$ cat config.mk
export PLATFORM = sky130hd
export DESIGN_NAME = mem_master
export DESIGN_NICKNAME = d
export VERILOG_FILES = /design/src/rtl/mem_master.sv
export SDC_FILE = /design/constraint.sdc
export NUM_CORES = 1
export LEC_CHECK = 0
export CAP_MARGIN = 40
export CORE_MARGIN = 5
export CORE_UTILIZATION = 31
export CTS_CLUSTER_DIAMETER = 80
export DETAILED_ROUTE_END_ITERATION = 10
export PLACE_DENSITY = 0.62
export SLEW_MARGIN = 10
export SYNTH_ARGS = -nofsm -noshare
export SYNTH_HDL_FRONTEND = slang
export SYNTH_SLANG_ARGS = --single-unit
$ cat constraint.sdc
create_clock -name clk -period 2 [get_ports clk]
set_input_delay 0.4 -clock clk [delete_from_list [all_inputs] [get_ports clk]]
set_output_delay 0.4 -clock clk [all_outputs]
set_load 0.005 [all_outputs]
$ cat src/rtl/mem_master.sv
// mem_master: client-facing initiator for a single-port register-file memory.
// Accepts write / read-burst requests over a valid/ready handshake, drives the
// memory port and returns each read word on a back-pressured response channel.
//
// Ports
//   clk, rst                  clock, asynchronous active-low reset
//   req_valid/req_ready       request handshake (ready only while idle)
//   req_we/req_addr/req_wdata/req_len
//                             write flag, start address, write data and
//                             burst length minus one
//   resp_valid/resp_ready/resp_rdata
//                             read-word response channel
//   mem_we/mem_addr/mem_write/mem_read
//                             memory port; read data arrives one cycle late
//   busy                      any state other than idle
//   op_count                  completed transactions, wraps at 2^16
module mem_master #(
  parameter int unsigned N = 8
) (
  input  logic         clk,
  input  logic         rst,
  input  logic         req_valid,
  output logic         req_ready,
  input  logic         req_we,
  input  logic [N-1:0] req_addr,
  input  logic [N-1:0] req_wdata,
  input  logic [N-1:0] req_len,
  output logic         resp_valid,
  input  logic         resp_ready,
  output logic [N-1:0] resp_rdata,
  output logic         mem_we,
  output logic [N-1:0] mem_addr,
  output logic [N-1:0] mem_write,
  input  logic [N-1:0] mem_read,
  output logic         busy,
  output logic [15:0]  op_count
);

  localparam int unsigned CNT_W = 16;

  typedef enum logic [2:0] {
    S_IDLE    = 3'd0,
    S_WR      = 3'd1,
    S_RD_ADDR = 3'd2,
    S_RD_DATA = 3'd3,
    S_RESP    = 3'd4
  } state_t;

  state_t             r_state;
  state_t             w_state_nxt;
  logic [N-1:0]       r_addr;
  logic [N-1:0]       w_addr_nxt;
  logic [N-1:0]       r_len;
  logic [N-1:0]       w_len_nxt;
  logic               r_req_ready;
  logic               w_req_ready_nxt;
  logic               r_resp_valid;
  logic               w_resp_valid_nxt;
  logic [N-1:0]       r_resp_rdata;
  logic [N-1:0]       w_resp_rdata_nxt;
  logic               r_mem_we;
  logic               w_mem_we_nxt;
  logic [N-1:0]       r_mem_addr;
  logic [N-1:0]       w_mem_addr_nxt;
  logic [N-1:0]       r_mem_write;
  logic [N-1:0]       w_mem_write_nxt;
  logic               r_busy;
  logic               w_busy_nxt;
  logic [CNT_W-1:0]   r_op_count;
  logic [CNT_W-1:0]   w_op_count_nxt;

  // State and registered outputs.
  always_ff @(posedge clk or negedge rst) begin
    if (!rst) begin
      r_state      <= S_IDLE;
      r_addr       <= '0;
      r_len        <= '0;
      r_req_ready  <= 1'b1;
      r_resp_valid <= 1'b0;
      r_resp_rdata <= '0;
      r_mem_we     <= 1'b0;
      r_mem_addr   <= '0;
      r_mem_write  <= '0;
      r_busy       <= 1'b0;
      r_op_count   <= '0;
    end else begin
      r_state      <= w_state_nxt;
      r_addr       <= w_addr_nxt;
      r_len        <= w_len_nxt;
      r_req_ready  <= w_req_ready_nxt;
      r_resp_valid <= w_resp_valid_nxt;
      r_resp_rdata <= w_resp_rdata_nxt;
      r_mem_we     <= w_mem_we_nxt;
      r_mem_addr   <= w_mem_addr_nxt;
      r_mem_write  <= w_mem_write_nxt;
      r_busy       <= w_busy_nxt;
      r_op_count   <= w_op_count_nxt;
    end
  end

  // Next state and next output values. Memory port values are set on the
  // edge entering WR / RD_ADDR so they are presented during that state.
  always_comb begin
    w_state_nxt      = r_state;
    w_addr_nxt       = r_addr;
    w_len_nxt        = r_len;
    w_resp_valid_nxt = r_resp_valid;
    w_resp_rdata_nxt = r_resp_rdata;
    w_mem_we_nxt     = 1'b0;
    w_mem_addr_nxt   = r_mem_addr;
    w_mem_write_nxt  = r_mem_write;
    w_op_count_nxt   = r_op_count;

    case (r_state)
      S_IDLE: begin
        if (req_valid && r_req_ready) begin
          w_addr_nxt     = req_addr;
          w_len_nxt      = req_len;
          w_mem_addr_nxt = req_addr;
          if (req_we) begin
            w_state_nxt     = S_WR;
            w_mem_we_nxt    = 1'b1;
            w_mem_write_nxt = req_wdata;
          end else begin
            w_state_nxt = S_RD_ADDR;
          end
        end
      end
      S_WR: begin
        w_op_count_nxt = r_op_count + CNT_W'(1);
        w_state_nxt    = S_IDLE;
      end
      S_RD_ADDR: begin
        w_state_nxt = S_RD_DATA;
      end
      S_RD_DATA: begin
        w_resp_rdata_nxt = mem_read;
        w_resp_valid_nxt = 1'b1;
        w_state_nxt      = S_RESP;
      end
      S_RESP: begin
        if (resp_ready) begin
          w_resp_valid_nxt = 1'b0;
          if (r_len == '0) begin
            w_op_count_nxt = r_op_count + CNT_W'(1);
            w_state_nxt    = S_IDLE;
          end else begin
            // Address wraps naturally at 2^N.
            w_len_nxt      = r_len - N'(1);
            w_addr_nxt     = r_addr + N'(1);
            w_mem_addr_nxt = r_addr + N'(1);
            w_state_nxt    = S_RD_ADDR;
          end
        end
      end
      default: begin
        w_state_nxt = S_IDLE;
      end
    endcase

    w_req_ready_nxt = (w_state_nxt == S_IDLE);
    w_busy_nxt      = (w_state_nxt != S_IDLE);
  end

  assign req_ready  = r_req_ready;
  assign resp_valid = r_resp_valid;
  assign resp_rdata = r_resp_rdata;
  assign mem_we     = r_mem_we;
  assign mem_addr   = r_mem_addr;
  assign mem_write  = r_mem_write;
  assign busy       = r_busy;
  assign op_count   = r_op_count;

endmodule
==> out/metrics.yaml <==
outcome:
  outcome: "finished, final reports clean"
global_route:
  antenna_found_initial: 0
  grt_pass1_wl_mm: 12.24
  grt_pass1_vias: 2501
  grt_max_degree: 37
  grt.total_usage_pct: 13.20
  overflow: 0
pwr:
  power.density_nw_per_um2: 1284
  p_leak_nw: 1.678
  switching_power_mw: 1.784
  p_int_mw: 3.330
  p_clk_share_pct: 14.9
  seq_power_share_pct: 38.3
  p_sw_share_pct: 34.89
  p_comb_share_pct: 46.7
  ir_drop_uv: 564.5
logic_synthesis:
  synthTopCellsByCount: "54 x dfrtp_1, 17 x mux2_2, 16 x nor2_1, 15 x xor2_1, 13 x nand2_1"
  syn_inst: 257
  yosysTopAreaCell: "dfrtp_1"
  synth_ff_type: "dfrtp_1"
  yosysSeqAreaShare_pct: 48.61
  synth_top_area_share_pct: 47.68
  yosysMostFrequentCell: "dfrtp_1"
  async_flop_share_pct: 100.0
  synth_cell_types: 46
  synth_nets: 298
  synth_warnings: 0
  synth_edf_count: 0
  syn_area_um2: 2834
  synthTopCellsByArea: "dfrtp_1 48%, mux2_2 6.8%, xor2_1 4.6%"
  ys_ff_latch: 55
  synth_area_per_cell_um2: 11.03
detailed_routing:
  drt_pass1_iterations: 5
  ant_nets: 0
  dr.first_iter.drc_count: 114
  via_per_inst: 5.200
  wl_mm: 7.258
  vias: 2397
  drc: 0
  wire_per_inst_um: 15.74
timing:
  fin_crit_sh_pct: 92.07
  hold-worst-slack_ps: 53.09
  fmax_mhz: 543.1
  rsz0062_at_grt: "no"
  finalSetupViolCount: 0
  maxSlewViolCount: 0
  clock_skew_ps: 13.39
  finalCriticalPeriod_ps: 1841
  slew_headroom_pct: 64.28
  hold_viol_final: 0
  tightest_slew_ps: 535.3
die:
  start_util_pct: 32.18
  fp.dieH_um: 105.6
  die_w_um: 105.6
  dieArea_um2: 11150
  io_pins: 81
  core_um2: 8806
  placementRows: 34
critical_path:
  cp_slowest_cell: "dfrtp_1"
  reg2reg_depth: 6
  crit_path_max_incr_delay_ps: 410
  worstPathMaxFanout: 22
  endpoint_kind: "register"
  cp.arrival_ps: 2040
  path_cells: "inv_1 -> ha_1 -> a31oi_4 -> buf_12 -> nor2_1 -> mux2_2"
  crit_required_ps: 2190
  cp-start-kind: "register"
  crit_type: "reg -> reg"
placed_design:
  io_buffers: 80
  place_congestion: 0.7998
  dp_hpwl_mm: 5.406
  place_inst: 453
cells_and_area:
  drive_gt1_share_pct: 17.56
  syn2layout_area_growth_pct: 40.49
  nNetsFinal: 393
  final_cells: 461
  diodes: 0
clock_tree:
  clock_latency_ps: 310
  path_clk_slew_ps: 100
  ctsHoldBuffers: 0
  post_cts_buffers: 0
  cts_tree: "yes"
  ctsLongestPathBuffers: 2
  clock_sinks: 55
  ctsResizeCount: 0
  cts-root-buf: "clkbuf_8"
  cts_buffers: 5
  h-tree-depth: 2
run:
  maxCapViolCount: 0
worst_hold_path:
  min_path_type: "in -> async"
==> worst paths after layout <==
check                        startpoint            to  slack (ps)
setup / recovery               r_len[0]   op_count[1]         160
hold / removal                      rst   op_count[7]          50
setup reg to reg               r_len[0]   op_count[1]         160
hold reg to reg            op_count[15]  op_count[15]         470
max in group asynchronous           rst     req_ready        1500
min in group clk           op_count[15]  op_count[15]         470
==> power by group through the flow <==
stage | clock, mW | combinational (mW) | sequential (mW)
after CTS | 0.793 | 2.41 | 1.96
after floorplan | 0 | 1.23 | 1.92
final | 0.763 | 2.39 | 1.96
after global placement | 0 | 2.36 | 1.97
after global routing | 0.830 | 2.65 | 2.04
after detailed placement | 0 | 2.40 | 1.98
==> cell usage in the layout, fill, tap and decap left out, types with 3 or more instances in the layout <==
cell	Yosys	routed
nand4_1	6	6
o22ai_1	8	8
nor4_2	3	3
nand2_1	13	13
clkdlybuf4s50_1	0	79
o21ai_0	8	8
nand3_1	8	8
ha_1	4	4
a2bb2oi_1	6	6
nor2_1	16	15
a22oi_1	6	6
clkbuf_8	0	6
o2bb2ai_1	4	4
dfrtp_1	54	54
buf_4	1	20
mux2_2	17	17
xor2_1	15	15
inv_1	11	11
nor3_1	10	10
and3_1	3	3
and2_1	3	3
nor3b_1	5	5
nor4_4	3	3
a31oi_1	3	3
a21oi_1	12	12
a41oi_1	4	4
==> cells by family (layout without fill, tap and decap cells) <==
group	count (synthesis)	after routing	share of synthesized area, %
AND/OR/NAND/NOR	79	79	17.75
AO/OA/AOI/OAI	62	62	16.07
flip-flops	55	55	48.61
buffers and inverters	24	120	4.062
multiplexers	18	18	7.108
XOR/XNOR	15	15	4.636
adder cells (fa/ha/maj)	4	4	1.766
==> state kept, by name, summed over array words and instances (netlist names), 3 cells and up <==
| name | cells |
|---|---|
| mem_addr | 8 |
| mem_write | 8 |
| op_count | 16 |
| r_len | 8 |
| r_state | 3 |
| resp_rdata | 8 |
==> cell type report <==
| type | count | area (um^2) |
|---|---|---|
| clock buffer | 6 | 82.58 |
| inverter | 11 | 41.29 |
| sequential | 55 | 1378 |
| timing repair buffer | 101 | 965.9 |
| tap | 108 | 135.1 |
| multi-input combinational | 178 | 1344 |
| fill | 788 | 4825 |
| clock inverter | 2 | 35.03 |
==> critical path, delay by kind of cell (launching register included) <==
kind / cells / cell delay (ps)
flip-flops: 1 / 410
multiplexers: 1 / 350
adder cells (fa/ha/maj): 1 / 320
buffers and inverters: 2 / 310
AND/OR/NAND/NOR: 1 / 190
AO/OA/AOI/OAI: 1 / 150
==> layer usage <==
metal  wire length [um]  vias up  GRT usage (%)
met2               3289       84          20.40
met3                626        2          4.768
met5                  0        -              0
met4                 23        0          2.683
met1               3318     1175          17.93
li1                   -     1136              -
==> metrics by stage <==
step	TNS [ps]	area, um^2	total power, mW	setup slack, ps	util, %
after global routing	0	3981	5.520	65.75	45.21
after global placement	-34.76	3861	4.326	-10.32	43.85
after detailed placement	-322.2	3861	4.383	-45.74	43.85
final	0	3981	5.114	158.6	45.21
after CTS	0	3979	5.168	45.05	45.18
after floorplan	0	2834	3.150	256.5	-
Power figures use the tool's default switching activity.
